==> config.mk <==
export PLATFORM = sky130hd
export DESIGN_NAME = mem_bus_arbiter
export DESIGN_NICKNAME = d
export VERILOG_FILES = /design/src/rtl/mem_bus_arbiter.sv
export SDC_FILE = /design/constraint.sdc
export NUM_CORES = 1
export LEC_CHECK = 0
export ABC_AREA = 1
export CAP_MARGIN = 20
export CORE_MARGIN = 8
export CORE_UTILIZATION = 57
export DETAILED_ROUTE_END_ITERATION = 7
export MAX_ROUTING_LAYER = met4
export PLACE_DENSITY = 0.9
export SYNTH_ARGS = -nofsm -noshare
export SYNTH_HDL_FRONTEND = slang
export SYNTH_SLANG_ARGS = --single-unit
==> constraint.sdc <==
create_clock -name clk -period 5.35 [get_ports clk]
set_input_delay 1.07 -clock clk [delete_from_list [all_inputs] [get_ports clk]]
set_output_delay 1.07 -clock clk [all_outputs]
set_load 0.02 [all_outputs]
==> src/rtl/mem_bus_arbiter.sv <==
// mem_bus_arbiter
//   Central round-robin scheduler for the shared memory bus. Requester 0 is the
//   icache, 1 the dcache and 2 the I/O/DMA engine. A one-hot grant is issued,
//   ownership is tracked through the owner's busy line, a one-cycle turnaround
//   separates consecutive owners, and a grant that is never claimed is revoked
//   after GRANT_TIMEOUT cycles (0 disables the revoke).
//
//   Optional build macro: MEM_BUS_ARB_LOCK_EN adds the `lock` input, which lets
//   the owner keep the bus across a busy drop for locked read-modify-write.
//
// Ports
//   clk          in   system clock, rising edge
//   reset_n      in   synchronous active-low reset
//   req          in   [NUM_REQ] level requests
//   busy_in      in   [NUM_REQ] bus-in-use, only the owner's bit matters
//   lock         in   (MEM_BUS_ARB_LOCK_EN only) hold ownership on busy drop
//   grant        out  [NUM_REQ] registered one-hot grant
//   owner_id     out  [ID_W] current / last granted requester
//   bus_busy     out  high in OWNED
//   bus_idle     out  high in IDLE
//   timeout_err  out  one-cycle pulse on the RELEASE after a grant timeout
module mem_bus_arbiter #(
  parameter int NUM_REQ       = 3,
  parameter int ID_W          = 2,
  parameter int GRANT_TIMEOUT = 15
) (
  input  logic               clk,
  input  logic               reset_n,
  input  logic [NUM_REQ-1:0] req,
  input  logic [NUM_REQ-1:0] busy_in,
`ifdef MEM_BUS_ARB_LOCK_EN
  input  logic               lock,
`endif
  output logic [NUM_REQ-1:0] grant,
  output logic [ID_W-1:0]    owner_id,
  output logic               bus_busy,
  output logic               bus_idle,
  output logic               timeout_err
);

  typedef enum logic [1:0] {
    IDLE    = 2'd0,
    GRANT   = 2'd1,
    OWNED   = 2'd2,
    RELEASE = 2'd3
  } state_t;

  localparam logic [3:0] TMO_LAST = 4'((GRANT_TIMEOUT == 0) ? 0 : GRANT_TIMEOUT - 1);

  state_t               state, state_nxt;
  logic [ID_W-1:0]      ptr, ptr_nxt, ptr_rel, base;
  logic [3:0]           cnt, cnt_nxt;
  logic [NUM_REQ-1:0]   grant_nxt, pick_oh, rot;
  logic [2*NUM_REQ-1:0] req_dbl;
  logic [ID_W-1:0]      owner_nxt, pick_id;
  logic                 tout_nxt, any_req, own_busy, own_req;
  int                   off, pick, rel;

  // The grant is one-hot on the owner while in GRANT/OWNED, so masking with it
  // selects the owner's bit without a variable index.
  assign own_busy = |(busy_in & grant);
  assign own_req  = |(req & grant);

  always_comb begin
    rel = int'(owner_id) + 1;
    if (rel >= NUM_REQ) rel = 0;
    ptr_rel = ID_W'(rel);
  end

  // Rotate the request vector so bit 0 is the highest-priority requester, then
  // take the lowest set bit and map it back to an absolute index.
  always_comb begin
    base    = (state == RELEASE) ? ptr_rel : ptr;
    req_dbl = {req, req} >> base;
    rot     = req_dbl[NUM_REQ-1:0];
    any_req = |rot;
    off     = 0;
    for (int i = NUM_REQ - 1; i >= 0; i--) begin
      if (rot[i]) off = i;
    end
    pick = int'(base) + off;
    if (pick >= NUM_REQ) pick = pick - NUM_REQ;
    pick_id = ID_W'(pick);
    pick_oh = '0;
    for (int i = 0; i < NUM_REQ; i++) begin
      pick_oh[i] = (i == pick);
    end
  end

  always_comb begin
    state_nxt = state;
    grant_nxt = grant;
    owner_nxt = owner_id;
    ptr_nxt   = ptr;
    cnt_nxt   = cnt;
    tout_nxt  = 1'b0;
    case (state)
      IDLE: begin
        if (any_req) begin
          state_nxt = GRANT;
          grant_nxt = pick_oh;
          owner_nxt = pick_id;
          cnt_nxt   = '0;
        end
      end
      GRANT: begin
        if (own_busy) begin
          state_nxt = OWNED;
        end else if (!own_req) begin
          state_nxt = RELEASE;
          grant_nxt = '0;
        end else if ((GRANT_TIMEOUT != 0) && (cnt == TMO_LAST)) begin
          state_nxt = RELEASE;
          grant_nxt = '0;
          tout_nxt  = 1'b1;
        end else begin
          cnt_nxt = cnt + 4'd1;
        end
      end
      OWNED: begin
        if (!own_busy) begin
`ifdef MEM_BUS_ARB_LOCK_EN
          if (lock) begin
            state_nxt = GRANT;
            cnt_nxt   = '0;
          end else begin
            state_nxt = RELEASE;
            grant_nxt = '0;
          end
`else
          state_nxt = RELEASE;
          grant_nxt = '0;
`endif
        end
      end
      RELEASE: begin
        ptr_nxt = ptr_rel;
        if (any_req) begin
          state_nxt = GRANT;
          grant_nxt = pick_oh;
          owner_nxt = pick_id;
          cnt_nxt   = '0;
        end else begin
          state_nxt = IDLE;
        end
      end
      default: state_nxt = IDLE;
    endcase
  end

  always_ff @(posedge clk) begin
    if (!reset_n) begin
      state       <= IDLE;
      grant       <= '0;
      owner_id    <= '0;
      ptr         <= '0;
      cnt         <= '0;
      timeout_err <= 1'b0;
      bus_busy    <= 1'b0;
      bus_idle    <= 1'b1;
    end else begin
      state       <= state_nxt;
      grant       <= grant_nxt;
      owner_id    <= owner_nxt;
      ptr         <= ptr_nxt;
      cnt         <= cnt_nxt;
      timeout_err <= tout_nxt;
      bus_busy    <= (state_nxt == OWNED);
      bus_idle    <= (state_nxt == IDLE);
    end
  end

endmodule

# Word-level counts from Yosys, hierarchy flattened
# Cells that the tools add are included.
[op_classes] addsub=4 mul=0 div_mod_pow=0 magnitude_cmp=2 eq_ne=13 shifts=1 mux=25 bitwise=5 n_reduce_logical=12
[op_table] op="$mux W32" n=3
[op_table] op="$add A3 B32 Y32" n=1
[op_table] op="$eq A2 B32 Y1 const A" n=1
[op_table] op="$eq A3 B32 Y1 const A" n=1
[op_table] op="$ge A32 B3 Y1 const B" n=1
[op_table] op="$logic_not A32 Y1" n=1
[op_table] op="$sub A32 B3 Y32 const B" n=1
[op_table] op="$mux W2" n=8
[op_table] op="$mux W4" n=4
[op_table] op="$mux W3" n=5
[op_table] op="$pmux W3 S3" n=1
[op_table] op="$reduce_or A3 Y1" n=3
[op_table] op="$ne A2 B2 Y1 const B" n=4
[op_table] op="$pmux W2 S4" n=1
[op_table] op="$pmux W4 S2" n=1
[op_table] op="$and A3 B3 Y3" n=2
[op_table] op="$eq A2 B2 Y1 const B" n=3
[op_table] op="$reduce_or A6 Y1" n=1
[op_table] op="$shr A6 B2 Y3" n=1
[op_table] op="$reduce_and A5 Y1" n=1
[op_table] op="$add A4 B1 Y4 const B" n=1
[op_table] op="$eq A4 B4 Y1 const B" n=1
[op_table] op="$logic_not A2 Y1" n=2
[op_table] op="$reduce_and A4 Y1" n=1
[op_table] op="10 further kinds" n=13
[totals] ff_bits=16 latch_bits=0 mem_bits_rw=0 rom_bits=0 in_bits=8 wordCells=70 mem_count=0

# Depth between registers and ports, before layout
# Gate-level depths: netlist (run 1).
[logic_depth] word_depth=14 mapped_depth=19 depth_no_buf=19

# Least setup slack after synthesis (run 1)
# OpenSTA, ideal clock, no wires.
[synth_path] kind="input to register" from="input port req[2]" to="register grant[0]" t_arrival_ns=3.190 t_required_ns=5.279 path_slack_ns=2.090 cell_stages=14 path_cell_list="nand3_1 > nand3_2 > nand2_4 > nand3_1 > a311oi_1 > fa_1 > ha_1 > nor2_2 > nand2_1 > o21ai_0 > inv_1 > nor3_1 > nand3_1 > a21oi_1"
[synth_between] elab_chain_len=10 word_cells_on_any_way=19
[synth_lines] item="from (decl)" line="29" text="input logic [NUM_REQ-1:0] req,"
[synth_lines] item="$shr A6 B2 Y3" line="74" text="req_dbl = {req, req} >> base;"
[synth_lines] item="$mux W2" line="79" text="if (rot[i]) off = i;"
[synth_lines] item="$mux W32 (2 in series)" line="79"
[synth_lines] item="$add A3 B32 Y32" line="81" text="pick = int'(base) + off;"
[synth_lines] item="$sub A32 B3 Y32 or $ge A32 B3 Y1 (tied branches)" line="82" text="if (pick >= NUM_REQ) pick = pick - NUM_REQ;"
[synth_lines] item="$mux W32" line="82"
[synth_lines] item="$logic_not A32 Y1" line="86" text="pick_oh[i] = (i == pick);"
[synth_lines] item="$mux W3" line="99, 138"
[synth_lines] item="$pmux W3 S3" line="97" text="case (state)"
[synth_lines] item="to (signal assigned)" line="163" text="grant <= grant_nxt;"
[synth_lines] item="to (decl)" line="34" text="output logic [NUM_REQ-1:0] grant,"
# Parallel ways exist; a longest one is shown, timed or not. The select of a mux whose other input is x is not followed.
# A chain may end at the register's enable or synchronous reset.

# Worst setup path after layout (run 1)
[layout_path] from="input port req[0]" to="register grant[0]"
# The elaborated chain is that of the path after synthesis.

==> summary.txt, run 1 <==
Yosys
  • Largest area contributor in the netlist: dfxtp_1
  • Net count after synthesis: 178
  • Synth async-reset ratio: 0
  • EDFF count, synth: 0
  • Yosys cell types: 27
  • Post-synthesis register bit count: 16
  • Synth Flop Type: dfxtp_1
  • Post-synth top cells: 28 x nand2_1, 23 x nand3_1, 21 x inv_1
  • Mapped Cells: 162
  • Ys Warns: 0
  • Synth area leaders: dfxtp_1 28%, nand3_1 10%, nand2_1 9.3%, ha_1 7.7%, inv_1 6.9%
  • Top-area cell type share of the netlist area: 0.282
  • Register area share after synthesis: 0.282
  • Synth Cell Area: 1130 sq um
  • Count leader, synth: nand2_1
  • Mean Syn Cell Area: 7.01 sq um

STA
  • RSZ-0062 raised after global routing: false
  • Max-slew violations: 0
  • Final Hold Fails: 0
  • Setup tns final: 0 ns
  • Final setup fails: 0
  • Slew @ Worst Pin: 0.506 ns
  • Max_slew headroom: 0.660
  • Crit share post-route: 0.711
  • Hold slack: 0.503 ns
  • Min cycle time layout: 3.80 ns
  • Fmax: 0.263 GHz
  • Final setup skew: 0.00346 ns

Die
  • IO Count: 16
  • Die W: 60.6 um
  • Core Rows: 16
  • Die area: 3670 sq um
  • Initial Utilization: 0.590
  • Placeable Area: 1920 sq um
  • Die Y: 60.6 um

Worst setup path
  • Critical path class: input pin to flip-flop
  • Worst path cell trace: clkdlybuf4s50_1 -> nand3_1 -> nand3_2 -> nand2_4 -> nand3_1 -> a311oi_1 -> fa_1 -> ha_1 -> nor2_2 -> nand2_1 -> o21ai_0 -> inv_1 -> nor3_1 -> nand3_1 -> a21oi_1
  • Crit-path slowest cell: fa_1
  • Max stage delay on crit path: 0.50 ns
  • Worst setup EP type: flip-flop
  • Worst Path Arrival: 4.03 ns
  • Worst endpoint required time: 5.58 ns
  • Worst path top cell family by delay: simple AND/OR/NAND/NOR gates
  • Crit-path most repeated cell: nand3_1
  • CP bufs+invs: 2
  • Maximum fanout along the worst path: 5
  • CP Launch Type: input pin

Route
  • DR pass1 iterations: 4
  • Vias per cell: 5.40
  • DRC: 0
  • DR WL/cell: 12.4 um
  • DRT iter0 DRCs: 36
  • Via count: 1117
  • DRT Wirelength: 2580 um
  • ANT nets after route: 0

Clock network
  • CTS clk-pin slew, worst paths: 0.09 ns
  • Clock root buffer: clkbuf_4
  • Setup Buffers After CTS: 0
  • Post-CTS resize count: 0
  • Hold Buf Count CTS: 0
  • CTS tree: done
  • CTS sink count: 16
  • Clock buffer count from CTS: 3
  • Clk Latency, worst-skew pair: 0.29 ns
  • Deepest clock path buffer count: 2
  • CTS H-Tree Depth: 1

Finish
  • Filler instances: 177
  • Layout cell share with drive strength beyond 1: 0.167
  • Layout Nets: 197
  • # diodes: 0
  • Fin util: 0.703
  • Syn-to-layout area delta: 19.1%

Power
  • Switching Share: 0.414
  • Clock power share: 0.185
  • Sw power: 183 uW
  • P_int: 258 uW
  • Logic pwr share: 0.465
  • VDD IR-drop max: 0.000189 V
  • Leak pwr: 0.000620 uW
  • Pwr Density: 326 nW/um^2
  • Sequential share of power: 0.350

Placed design
  • Routability cong.: 0.905
  • Hpwl dp: 2100 um
  • Port bufs: 15

GRT
  • Maximum number of pins on one net before global-route repair: 13
  • Global-route wire length before repair: 4640 um
  • Routing usage on met2: 0.288
  • Vias in the first global route: 1106
  • Initial antenna violation count: 0
  • Overflow left after global routing: 0
  • M1 GR Usage: 0.185
  • Met3 Track Usage GR: 0.0233
  • Total track usage: 0.166
  • Grt peak-use layer: met2

Job
  • Max-Cap Viols: 0

Run status
  • Status: finished clean

Hold path
  • HP Class: flip-flop to flip-flop
-- cells by family (layout without fill, tap and decap cells) --
family / after synthesis / count (layout) / share of synthesized area
fa+ha+maj: 8 / 8 / 0.0948
xor+xnor: 2 / 2 / 0.0154
compound gates: 24 / 24 / 0.121
flops: 16 / 16 / 0.282
simple gates: 84 / 84 / 0.391
buf+inv: 28 / 46 / 0.0948
-- cell type report --
class	count	area [sq um]	share of cell area
Inverter	27	104	0.0769
Multi-Input combinational cell	118	707	0.523
Sequential cell	16	320	0.237
Tap cell	27	33.8	0.0250
Timing Repair Buffer	15	150	0.111
Clock buffer	4	36.3	0.0269
-- per-layer routing --
layer | vias to the layer above | routed length (um)
met2 | 22 | 1290
met1 | 523 | 1150
met5 | - | 0
met4 | 0 | 43
met3 | 5 | 92
li1 | 567 | -
-- cells in the final DEF, fill, tap and decap left out, types with 2 or more instances in the layout --
cell and instances:
nand2_4 3, dfxtp_1 16, ha_1 7, nor2_1 10
a21oi_1 9, clkdlybuf4s50_1 15, nand3_2 5, nor3_1 4
inv_1 21, xor2_1 2, inv_2 5, o21ai_1 7
nand2_2 7, clkbuf_4 3, nand2_1 28, nand3_1 23
o21ai_0 3
-- worst paths after layout --
kind,cells after the start,startpoint,end,slack (ns)
max,15,req[0],grant[0],1.55
max reg2reg,18,state[0],grant[0],1.92
min reg2reg,2,grant[1],grant[1],0.50
min,2,grant[1],grant[1],0.50
-- stage by stage --
step	std cells	power (uW)	instance area (sq um)	setup WS [ns]
2_1_floorplan	162	300	1130	2.09
3_3_place_gp	203	352	1320	1.43
3_5_place_dp	203	360	1320	1.28
4_1_cts	207	443	1350	1.58
5_1_grt	207	478	1350	1.26
6_report	207	441	1350	1.55
-- flip-flops by register name, summed over array words and instances, names as in the netlist --
name	flops
owner_id	2
cnt	4
bus_busy	1
ptr	2
state	2
bus_idle	1
timeout_err	1
grant	3
-- worst reg2reg max path, delay by kind of cell (launching register included) --
family / cells / cell delay (ns)
AND/OR/NAND/NOR: 9 / 1.10
adder cells (fa/ha/maj): 3 / 1.04
AO/OA/AOI/OAI: 3 / 0.54
flip-flops: 1 / 0.41
buffers and inverters: 3 / 0.28
-- power groups by stage --
stage               logic [uW]  registers [uW]  clock network [uW]
floorplan                  133             167                   0
global placement           196             156                   0
detailed placement         203             156                   0
CTS                        204             154                84.6
global route               229             157                92.4
finish                     205             154                81.5
Note: power is estimated with default switching activity, not from simulation.
==> run 2, diff against run 1 <==
- CORE_UTILIZATION: 57 -> 48
- PLACE_DENSITY: 0.9 -> 0.81
- clock period: 5.35 -> 3.4 ns (I/O delays scaled with it)
==> summary.txt, run 2 (synthesized netlist as in run 1, its figures left out) <==
STA
  • RSZ-0062 raised after global routing: false
  • Max-slew violations: 0 (unchanged)
  • Final setup fails: 0 (unchanged)
  • Final Hold Fails: 0 (unchanged)
  • Crit share post-route: 0.936
  • Setup tns final: 0 ns (unchanged)
  • Final setup skew: 0.00486 ns (+0.00139 ns)
  • Slew @ Worst Pin: 0.593 ns (+0.0866 ns)
  • Min cycle time layout: 3.18 ns
  • Max_slew headroom: 0.602 (-0.0582)
  • Fmax: 0.314 GHz

Worst setup path
  • Worst R2R Start: state[0]
  • Worst Path Arrival: 3.41 ns (-0.62 ns)
  • Worst path cell trace: clkdlybuf4s50_1 -> nand3_1 -> nand3_2 -> nand2_4 -> buf_4 -> nand3_4 -> inv_2 -> fa_1 -> ha_1 -> nor2_2 -> buf_4 -> o21ai_1 -> inv_1 -> nor3_2 -> nand3_1 -> a21oi_1
  • Logic depth of the worst setup path including buffers: 16 (+1)
  • Worst path top cell family by delay: buffers and inverters
  • Max stage delay on crit path: 0.55 ns (+0.05 ns)
  • CP bufs+invs: 5 (+3)
  • Critical path class: input pin to flip-flop
  • Crit path to: grant[1]
  • Worst endpoint required time: 3.63 ns (-1.95 ns)
  • Crit-path slowest cell: clkdlybuf4s50_1
  • CP Launch Type: input pin
  • Terminus of the critical flop-to-flop path: grant[1]
  • Maximum fanout along the worst path: 5 (unchanged)
  • Critical path origin: req[0]
  • Register-to-Register Path Depth: 16 (-2)
  • Worst setup EP type: flip-flop
  • Internal reg-to-reg setup slack: 0.32 ns (-1.60 ns)

Placed design
  • Routability cong.: 0.897 (-0.92%)
  • Port bufs: 15 (unchanged)
  • Hpwl dp: 2090 um (-0.62%)

Route
  • DRT Wirelength: 2630 um (+2.1%)
  • ANT nets after route: 0 (unchanged)
  • DRC: 0 (unchanged)
  • DRT iter0 DRCs: 43 (+19%)
  • DR pass1 iterations: 6 (+2)
  • Vias per cell: 5.39 (-0.19%)
  • DR WL/cell: 12.2 um (-1.7%)
  • Via count: 1158 (+3.7%)

Clock network
  • CTS tree: done
  • Deepest clock path buffer count: 2 (unchanged)
  • Clk Latency, worst-skew pair: 0.30 ns (about the same)
  • Clock buffer count from CTS: 3 (unchanged)
  • CTS H-Tree Depth: 1 (unchanged)
  • CTS sink count: 16 (unchanged)
  • CTS clk-pin slew, worst paths: 0.09 ns (about the same)
  • Clock root buffer: clkbuf_4
  • Hold Buf Count CTS: 0 (unchanged)

GRT
  • Vias in the first global route: 1126 (+1.8%)
  • Global-route wire length before repair: 4530 um (-2.4%)
  • Initial antenna violation count: 0 (unchanged)
  • Maximum number of pins on one net before global-route repair: 13 (unchanged)
  • Total track usage: 0.135 (-0.0310)
  • Overflow left after global routing: 0 (unchanged)

Finish
  • Commonest non-fill, non-tap cell in the layout: nand2_1
  • Layout cell share with drive strength beyond 1: 0.219 (+0.0526)
  • Reg with most FFs: cnt
  • Fin util: 0.636 (-0.0673)
  • # diodes: 0 (unchanged)
  • Largest register FFs: 4 (unchanged)
  • Layout Nets: 204 (+3.6%)
  • Top flop regs: cnt x4, grant x3
  • Syn-to-layout area delta: 25.1%
  • Most frequent cells in the layout: 28 x nand2_1, 23 x nand3_1, 21 x inv_1

Die
  • Initial Utilization: 0.508 (-0.0824)
  • Die W: 64.6 um (+6.6%)
  • Die area: 4180 sq um (+14%)
  • Core Rows: 17 (+1)
  • IO Count: 16 (unchanged)
  • Die Y: 64.6 um (+6.6%)
  • Placeable Area: 2230 sq um (+16%)

Power
  • Pwr Density: 500 nW/um^2 (+53%)
  • Leak pwr: 0.000654 uW (+5.4%)
  • VDD IR-drop max: 0.000364 V (+93%)

Hold path
  • HP Class: flip-flop to flip-flop

Run status
  • Status: finished clean

Job
  • Max-Cap Viols: 0 (unchanged)
==> run 2: power by group <==
part | total [uW] | switching [uW] | internal (uW)
Combinational | 339 | 202 | 138
Clock | 127 | 62.0 | 65.4
Sequential | 243 | 26.2 | 217
==> run 2: through the flow <==
step                setup WS, ns  instance area (sq um)  total power (uW)  hold WS, ns  std cells
floorplan                  0.344                   1130               473        0.471        162
global placement        -0.00958                   1370               567        0.488        211
detailed placement        -0.144                   1370               578        0.496        211
CTS                       0.0888                   1410               707        0.511        215
global route              0.0175                   1420               767        0.547        215
finish                     0.218                   1420               710        0.511        215
==> run 2: cell type report <==
class	count	area, sq um
Clock buffer	4	36.3
Fill cell	214	813
Inverter	27	104
Multi-Input combinational cell	118	721
Sequential cell	16	322
Tap cell	28	35.0
Timing Repair Buffer	22	203
==> run 2: worst register-to-register path, delay by kind of cell (launching register included) <==
| family | cells | cell delay (ns) |
|---|---|---|
| AND/OR/NAND/NOR | 9 | 1.14 |
| AO/OA/AOI/OAI | 3 | 0.48 |
| buffers and inverters | 1 | 0.09 |
| adder cells (fa/ha/maj) | 3 | 0.94 |
| flip-flops | 1 | 0.35 |
==> run 2: how the worst min path moves through the flow <==
stage | start | endpoint | slack (ns) | depth (start not counted)
after floorplan | cnt[3] | cnt[3] | 0.47 | 2
after global placement | cnt[3] | cnt[3] | 0.49 | 2
after detailed placement | grant[2] | grant[2] | 0.50 | 2
after CTS | grant[2] | grant[2] | 0.51 | 2
after global routing | cnt[3] | cnt[3] | 0.55 | 2
final | grant[2] | grant[2] | 0.51 | 2
==> run 2: metal layers <==
layer,routed length (um),vias to the layer above,track usage,part of all wire
met4,46,0,0.0708,0.017
li1,-,583,-,-
met2,1320,22,0.231,0.50
met3,118,5,0.0361,0.045
met5,0,-,-,0
met1,1140,548,0.139,0.43
==> run 2: what timing repair did <==
action	4_1_cts	5_1_grt
setup endpoints to repair	0	3
gates resized for setup	0	5
setup buffers	0	0
==> run 3, diff against run 2 <==
- SKIP_CTS_REPAIR_TIMING: unset -> 1
==> results of run 3 <==
The final DEF is identical to that of run 2; final timing and power are the same.
